**src/rtl/if_fetch.sv**
```systemverilog
// IF-stage byte sequencer: fetches four bytes at pc..pc+3 through the shared memory port,
// assembles them little-endian and presents the instruction to IF/ID with a valid/ready handshake.
module if_fetch #(
  parameter int                    ADDR_WIDTH = 32,
  parameter logic [ADDR_WIDTH-1:0] RESET_PC   = '0
) (
  input  logic                  clk,
  input  logic                  rst,
  input  logic                  rdy,
  input  logic                  jump_i,
  input  logic [ADDR_WIDTH-1:0] jump_addr_i,
  input  logic                  mem_busy_i,
  input  logic [7:0]            mem_din_i,
  output logic                  if_request_o,
  output logic [ADDR_WIDTH-1:0] if_mem_addr_o,
  input  logic                  id_ready_i,
  output logic                  inst_valid_o,
  output logic [31:0]           inst_o,
  output logic [ADDR_WIDTH-1:0] inst_pc_o
);

  typedef enum logic {FETCH, HOLD} state_t;

  state_t                  state_q;
  logic [ADDR_WIDTH-1:0]   pc_q;
  logic [2:0]              issue_cnt_q;
  logic [2:0]              recv_cnt_q;
  logic                    pend_q;
  logic [1:0]              pend_idx_q;
  logic [23:0]             byte_buf_q;
  logic                    inst_valid_q;
  logic [31:0]             inst_q;
  logic [ADDR_WIDTH-1:0]   inst_pc_q;
  logic                    granted;

  assign if_request_o  = rdy & ~rst & ~jump_i & (state_q == FETCH) & (issue_cnt_q < 3'd4);
  assign if_mem_addr_o = if_request_o ? pc_q + {{(ADDR_WIDTH-3){1'b0}}, issue_cnt_q} : '0;
  assign granted       = if_request_o & ~mem_busy_i;

  assign inst_valid_o = inst_valid_q;
  assign inst_o       = inst_q;
  assign inst_pc_o    = inst_pc_q;

  always_ff @(posedge clk) begin
    if (rst) begin
      state_q      <= FETCH;
      pc_q         <= RESET_PC;
      issue_cnt_q  <= 3'd0;
      recv_cnt_q   <= 3'd0;
      pend_q       <= 1'b0;
      pend_idx_q   <= 2'd0;
      inst_valid_q <= 1'b0;
      inst_q       <= 32'd0;
      inst_pc_q    <= '0;
    end else if (!rdy) begin
      // Drop any in-flight byte; it is re-requested once rdy returns.
      issue_cnt_q <= recv_cnt_q;
      pend_q      <= 1'b0;
    end else if (jump_i) begin
      state_q      <= FETCH;
      pc_q         <= jump_addr_i;
      issue_cnt_q  <= 3'd0;
      recv_cnt_q   <= 3'd0;
      pend_q       <= 1'b0;
      inst_valid_q <= 1'b0;
    end else begin
      case (state_q)
        FETCH: begin
          if (granted) begin
            issue_cnt_q <= issue_cnt_q + 3'd1;
            pend_q      <= 1'b1;
            pend_idx_q  <= issue_cnt_q[1:0];
          end else begin
            pend_q <= 1'b0;
          end
          // Data is only meaningful when IF actually owned the bus last cycle.
          if (pend_q) begin
            recv_cnt_q <= recv_cnt_q + 3'd1;
            case (pend_idx_q)
              2'd0:    byte_buf_q[7:0]   <= mem_din_i;
              2'd1:    byte_buf_q[15:8]  <= mem_din_i;
              2'd2:    byte_buf_q[23:16] <= mem_din_i;
              default: begin
                inst_q       <= {mem_din_i, byte_buf_q};
                inst_pc_q    <= pc_q;
                inst_valid_q <= 1'b1;
                state_q      <= HOLD;
              end
            endcase
          end
        end
        HOLD: begin
          if (id_ready_i) begin
            pc_q         <= pc_q + {{(ADDR_WIDTH-3){1'b0}}, 3'd4};
            issue_cnt_q  <= 3'd0;
            recv_cnt_q   <= 3'd0;
            inst_valid_q <= 1'b0;
            state_q      <= FETCH;
          end
        end
        default: state_q <= FETCH;
      endcase
    end
  end

endmodule
```
**config.mk**
```make
export PLATFORM = sky130hd
export DESIGN_NAME = if_fetch
export DESIGN_NICKNAME = d
export VERILOG_FILES = /design/src/rtl/if_fetch.sv
export SDC_FILE = /design/constraint.sdc
export NUM_CORES = 1
export LEC_CHECK = 0
export ABC_AREA = 0
export BUFFER_PORTS_ARGS = -buffer_cell sky130_fd_sc_hd__buf_4
export CORE_MARGIN = 1.5
export CORE_UTILIZATION = 41
export CTS_BUF_LIST = sky130_fd_sc_hd__clkbuf_4
export DETAILED_ROUTE_END_ITERATION = 10
export SYNTH_ARGS = -nofsm -noshare
export SYNTH_HDL_FRONTEND = slang
export SYNTH_SLANG_ARGS = --single-unit
```
**constraint.sdc**
```tcl
create_clock -name clk -period 3.7 [get_ports clk]
set_input_delay 0.74 -clock clk [delete_from_list [all_inputs] [get_ports clk]]
set_output_delay 0.74 -clock clk [all_outputs]
set_load 0.005 [all_outputs]
```
* Yosys cells after proc, flatten, opt, wreduce, memory -nomap -nowiden
Index checks and enable logic that the tools add are counted.
Operators by class: reduce and logical (&&, ||, !) cells 14, bitwise operators 11, multipliers 0, add/subtract/negate cells 4, div/mod/pow operators 0, mux-type cells 23, shifts and indexed selects 0, equality and inequality tests 7, magnitude comparators 1
Operators by type and width (count):
- $mux 32 | 4
- $add 32x3->32 | 1
- $add 32x3->32 const B | 1
- $mux 3 | 6
- $reduce_and 6->1 | 3
- $pmux 3 s2 | 2
- $mux 1 | 9
- $ne 3x3->1 const B | 3
- $ne 4x4->1 const B | 2
- $reduce_and 4->1 | 2
- $add 3x1->3 const B | 2
- $not 1->1 | 6
- $reduce_and 3->1 | 2
- $reduce_or 3->1 | 2
- $and 1x1->1 | 5
- $reduce_and 5->1 | 1
- $pmux 1 s2 | 2
- $reduce_bool 2->1 | 2
- $lt 3x3->1 const B | 1
- $eq 2x1->1 const B | 1
- $eq 2x2->1 const B | 1
- $logic_not 2->1 | 1
- $reduce_and 2->1 | 1
Storage, ports and cells: bits of input ports 46, memories kept 0, register bits 131, bits in writable memories 0, output and inout bits 98, word-level logic and storage cells 72, bits in read-only memories 0, bits in latches 0

* Longest topological paths before layout
word-level depth 10, depth in mapped cells 8, gate-level depth less buffers 8

* Worst setup path before layout
No wires, ideal clock.
path type register -> output, start register issue_cnt_q[0], end output port if_mem_addr_o[28], buffers on the path 0, data required time 2.960 ns, data arrival time 2.032 ns, cell stages (with the launch flop) 9, path slack 0.928 ns, path through dfxtp_1 -> ha_1 -> inv_1 -> fa_1 -> nor2b_1 -> o2111ai_1 -> nand3b_1 -> xor2_1 -> nor2_1
Between the ends: word-level cells in the longest chain between the ends 3, elaborated cells between the ends (all ways) 4, classes of those cells add/sub (1); order compare (1); mux (1); bitwise (1)
Ends and longest elaborated chain:
- start: declaration | RTL line 26 | logic [2:0] issue_cnt_q;
- start signal: assignment | RTL line 57 | issue_cnt_q <= recv_cnt_q;
- start signal: assignment | RTL line 70 | issue_cnt_q <= issue_cnt_q + 3'd1;
- parallel branches: the longest is 2 deep, another holds $add 32x3->32
- $mux 32 * | RTL line 37 | assign if_mem_addr_o = if_request_o ? pc_q + {{(ADDR_WIDTH-3){1'b0}}, issue_cnt_q} : '0;
- end: declaration | RTL line 15 | output logic [ADDR_WIDTH-1:0] if_mem_addr_o,
Mark *: on every way between the ends.

* Worst setup path after layout
start register issue_cnt_q[0], end output port if_mem_addr_o[30]
The elaborated chain is that of the path after synthesis.

==> impl_metrics.json <==
{
  "status": "complete, but fails checks",
  "violations": "design-rule violations",
  "drv_cap": 0,
  "worstPathMaxFanout": 9,
  "cts_inserted_buffers": 17,
  "synth_cells": 765,
  "cp_cell_sequence": "ha_1, inv_1, fa_1, nor2b_2, o2111ai_1, buf_4, nor3b_1, xnor2_1, nor2_1, buf_4",
  "rows": 44,
  "ys_ff_latch": 131,
  "clkSinkCount": 131,
  "cp.required_ps": 2960,
  "num_io_pins": 144,
  "post_cts_buffers": 0,
  "grt_max_degree": 78,
  "hpwlAfterDp_microns": 13000,
  "synth.avg_cell_area_sq_um": 8.11,
  "drtIter0Drc": 571,
  "slew_violations": 0,
  "wl_microns": 18400,
  "final_cells": 1086,
  "ys_warn_count": 0,
  "max_freq_mhz": 285,
  "p_leak_nw": 2.85,
  "fin_nets": 942,
  "min_path_type": "in -> reg",
  "r2r-start": "state_q",
  "cp-start-kind": "register",
  "antenna_found_initial": 0,
  "clockBufferDepth": 2,
  "drc": 13,
  "io_buffers": 143,
  "vias": 5873,
  "first_global_vias": 5538,
  "final_cell_mix": "nand2_1 (180), buf_4 (163), dfxtp_1 (107)",
  "die_height_microns": 126,
  "grt_overflow": 0,
  "synth_nets": 818,
  "ant_nets": 0,
  "syn_area_sq_um": 6200,
  "async_flop_share": 0,
  "hold_viol_final": 0,
  "r2r-end": "pc_q[16]",
  "crit_type": "reg -> out",
  "clkTransAtPathRegs_ps": 120,
  "gp_congestion": 0.886,
  "finalPower_mw": 2.52,
  "holdPathEnd": "pc_q[26]",
  "start_util": 0.423,
  "relSlewSlack": 0.139,
  "clkLatencyLatePin_ps": 540,
  "diodes": 0,
  "cp_common_cell": "buf_4",
  "drt-pass1-iter-count": 8,
  "drive_above_1_share": 0.233,
  "grt_pass1_wl_microns": 28800,
  "final_common_cell": "nand2_1",
  "dieArea_sq_um": 15900,
  "slowest_delay_ps": 410,
  "ys_types": 53,
  "core-area_sq_um": 14600,
  "setup_tns_ps": 0,
  "area_delta_synth_final_pct": 23.9,
  "synth_edf_count": 24,
  "wl_per_cell_microns": 16.9,
  "rsz0062_at_grt": "no",
  "powerDensity_nw_per_um2": 328,
  "synth_top_flop_cell": "dfxtp_1",
  "hold_path_startpoint": "jump_addr_i[26]",
  "ir_worst_vdd_mv": 0.137,
  "whs_path_depth": 3,
  "fin_skew_ps": 19.3,
  "rr_worst_depth": 5,
  "htree_levels": 4,
  "arrival_ps": 2770,
  "cts_tree": "yes",
  "vias_per_cell": 5.41,
  "dieWidth_microns": 126,
  "crit_path_end_kind": "primary output",
  "dp.cells": 1054,
  "min_period_ps": 3510,
  "slowest_stage": "dfxtp_1",
  "finalSetupViolCount": 0,
  "period_share": 0.949,
  "ys_seq_area_frac": 0.462,
  "r2r_slack_ps": 1350,
  "cts_root_buf": "clkbuf_4",
  "worst_slew_pin_slew_ps": 1290,
  "globalRouteTotalUtil": 0.232
}
[cells in the mapped netlist (2+ instances only)]
cell type  count  share of area
a211oi_1       2         0.0024
a21o_1         3         0.0036
a21oi_1      100          0.081
a22oi_1        3         0.0036
a31oi_1       11          0.011
and2_1         6         0.0061
and3_1         2         0.0020
and4_1         5         0.0071
buf_1          3         0.0018
buf_2         16          0.013
clkbuf_1      38          0.023
dfxtp_1      107           0.35
edfxtp_1      24           0.12
ha_1           6          0.012
inv_1         13         0.0079
mux2i_1        4         0.0065
nand2_1      181           0.11
nand2b_1       5         0.0050
nand3_1       30          0.024
nand3b_1       3         0.0036
nand4_1       12          0.012
nand4b_1       4         0.0056
nor2_1        50          0.030
nor2b_1        6         0.0061
nor3_1        13          0.010
nor3b_1        2         0.0024
nor4_1         8         0.0081
nor4_2         3         0.0061
nor4_4         3          0.010
nor4b_1        4         0.0056
o2111ai_1      2         0.0028
o211ai_1       5         0.0061
o21ai_0       36          0.029
o22ai_1        4         0.0040
o2bb2ai_1      2         0.0028
o311ai_1       3         0.0042
or3_1          6         0.0061
or4_1          2         0.0024
xnor2_1        9          0.013
xor2_1        16          0.023
[cells by family after synthesis]
family                     synth area share
buffers and inverters                0.0474
muxes                               0.00646
AOI/OAI and AO/OA                     0.155
DFF                                   0.462
xor gates and xnor gates             0.0353
adders and majority gates            0.0153
and+or+nand+nor                       0.279
[layer usage]
metal	vias to the layer above	part of all wire	track usage
met1	2699	0.44	0.317
met5	-	0	0
met4	0	0.025	0.0933
met2	234	0.46	0.360
met3	31	0.073	0.0450
li1	2909	-	-
[through the flow]
step,util,setup WS [ps],hold WS [ps],area (sq um)
2_1_floorplan,-,928,449,6200
3_3_place_gp,0.507,669,444,7430
3_5_place_dp,0.507,679,449,7430
4_1_cts,0.524,55.4,352,7670
5_1_grt,0.525,16.4,351,7680
6_report,0.525,190,384,7680
[worst max-delay path, delay by kind of cell (launching register included)]
family	cells	cell delay [ps]
adder cells (fa/ha/maj)	2	620
flip-flops	1	410
AO/OA/AOI/OAI	1	140
AND/OR/NAND/NOR	3	520
buffers and inverters	3	410
XOR/XNOR	1	150
[worst max path at each step]
stage / slack (ps) / endpoint / start
2_1_floorplan: 930 / if_mem_addr_o[28] / issue_cnt_q[0]
3_3_place_gp: 670 / if_mem_addr_o[18] / issue_cnt_q[0]
3_5_place_dp: 680 / if_mem_addr_o[18] / issue_cnt_q[0]
4_1_cts: 60 / if_mem_addr_o[18] / issue_cnt_q[0]
5_1_grt: 20 / if_mem_addr_o[18] / issue_cnt_q[0]
6_report: 190 / if_mem_addr_o[30] / issue_cnt_q[0]
[report_power, final]
part           switching (mW)  internal, mW  total, mW
combinational          0.0899        0.0688      0.159
sequential             0.0343          1.47       1.50
clock                   0.515         0.345      0.860
[timing repair]
item,in CTS,in global routing
endpoints found under the setup margin,0,6
hold endpoints to repair,0,0
hold buffers,0,0
resized for setup,0,2
[final cells by class]
| type | instances | area [sq um] |
|---|---|---|
| well taps | 184 | 230 |
| fillers | 1436 | 6960 |
| flip-flops and latches | 131 | 2860 |
| repair buffers | 163 | 1220 |
| clock inverters | 12 | 92.6 |
| multi-input cells | 563 | 3070 |
| inverters | 13 | 48.8 |
| clock buffers | 20 | 150 |
[registers in the layout (all words and copies together), names as in the netlist]
name / count
issue_cnt_q: 3
inst_pc_o: 32
pend_idx_q: 2
recv_cnt_q: 3
inst_o: 32
byte_buf_q: 24
state_q: 1
inst_valid_o: 1
pc_q: 32
pend_q: 1
No activity file was read; power rests on OpenSTA's default activity.
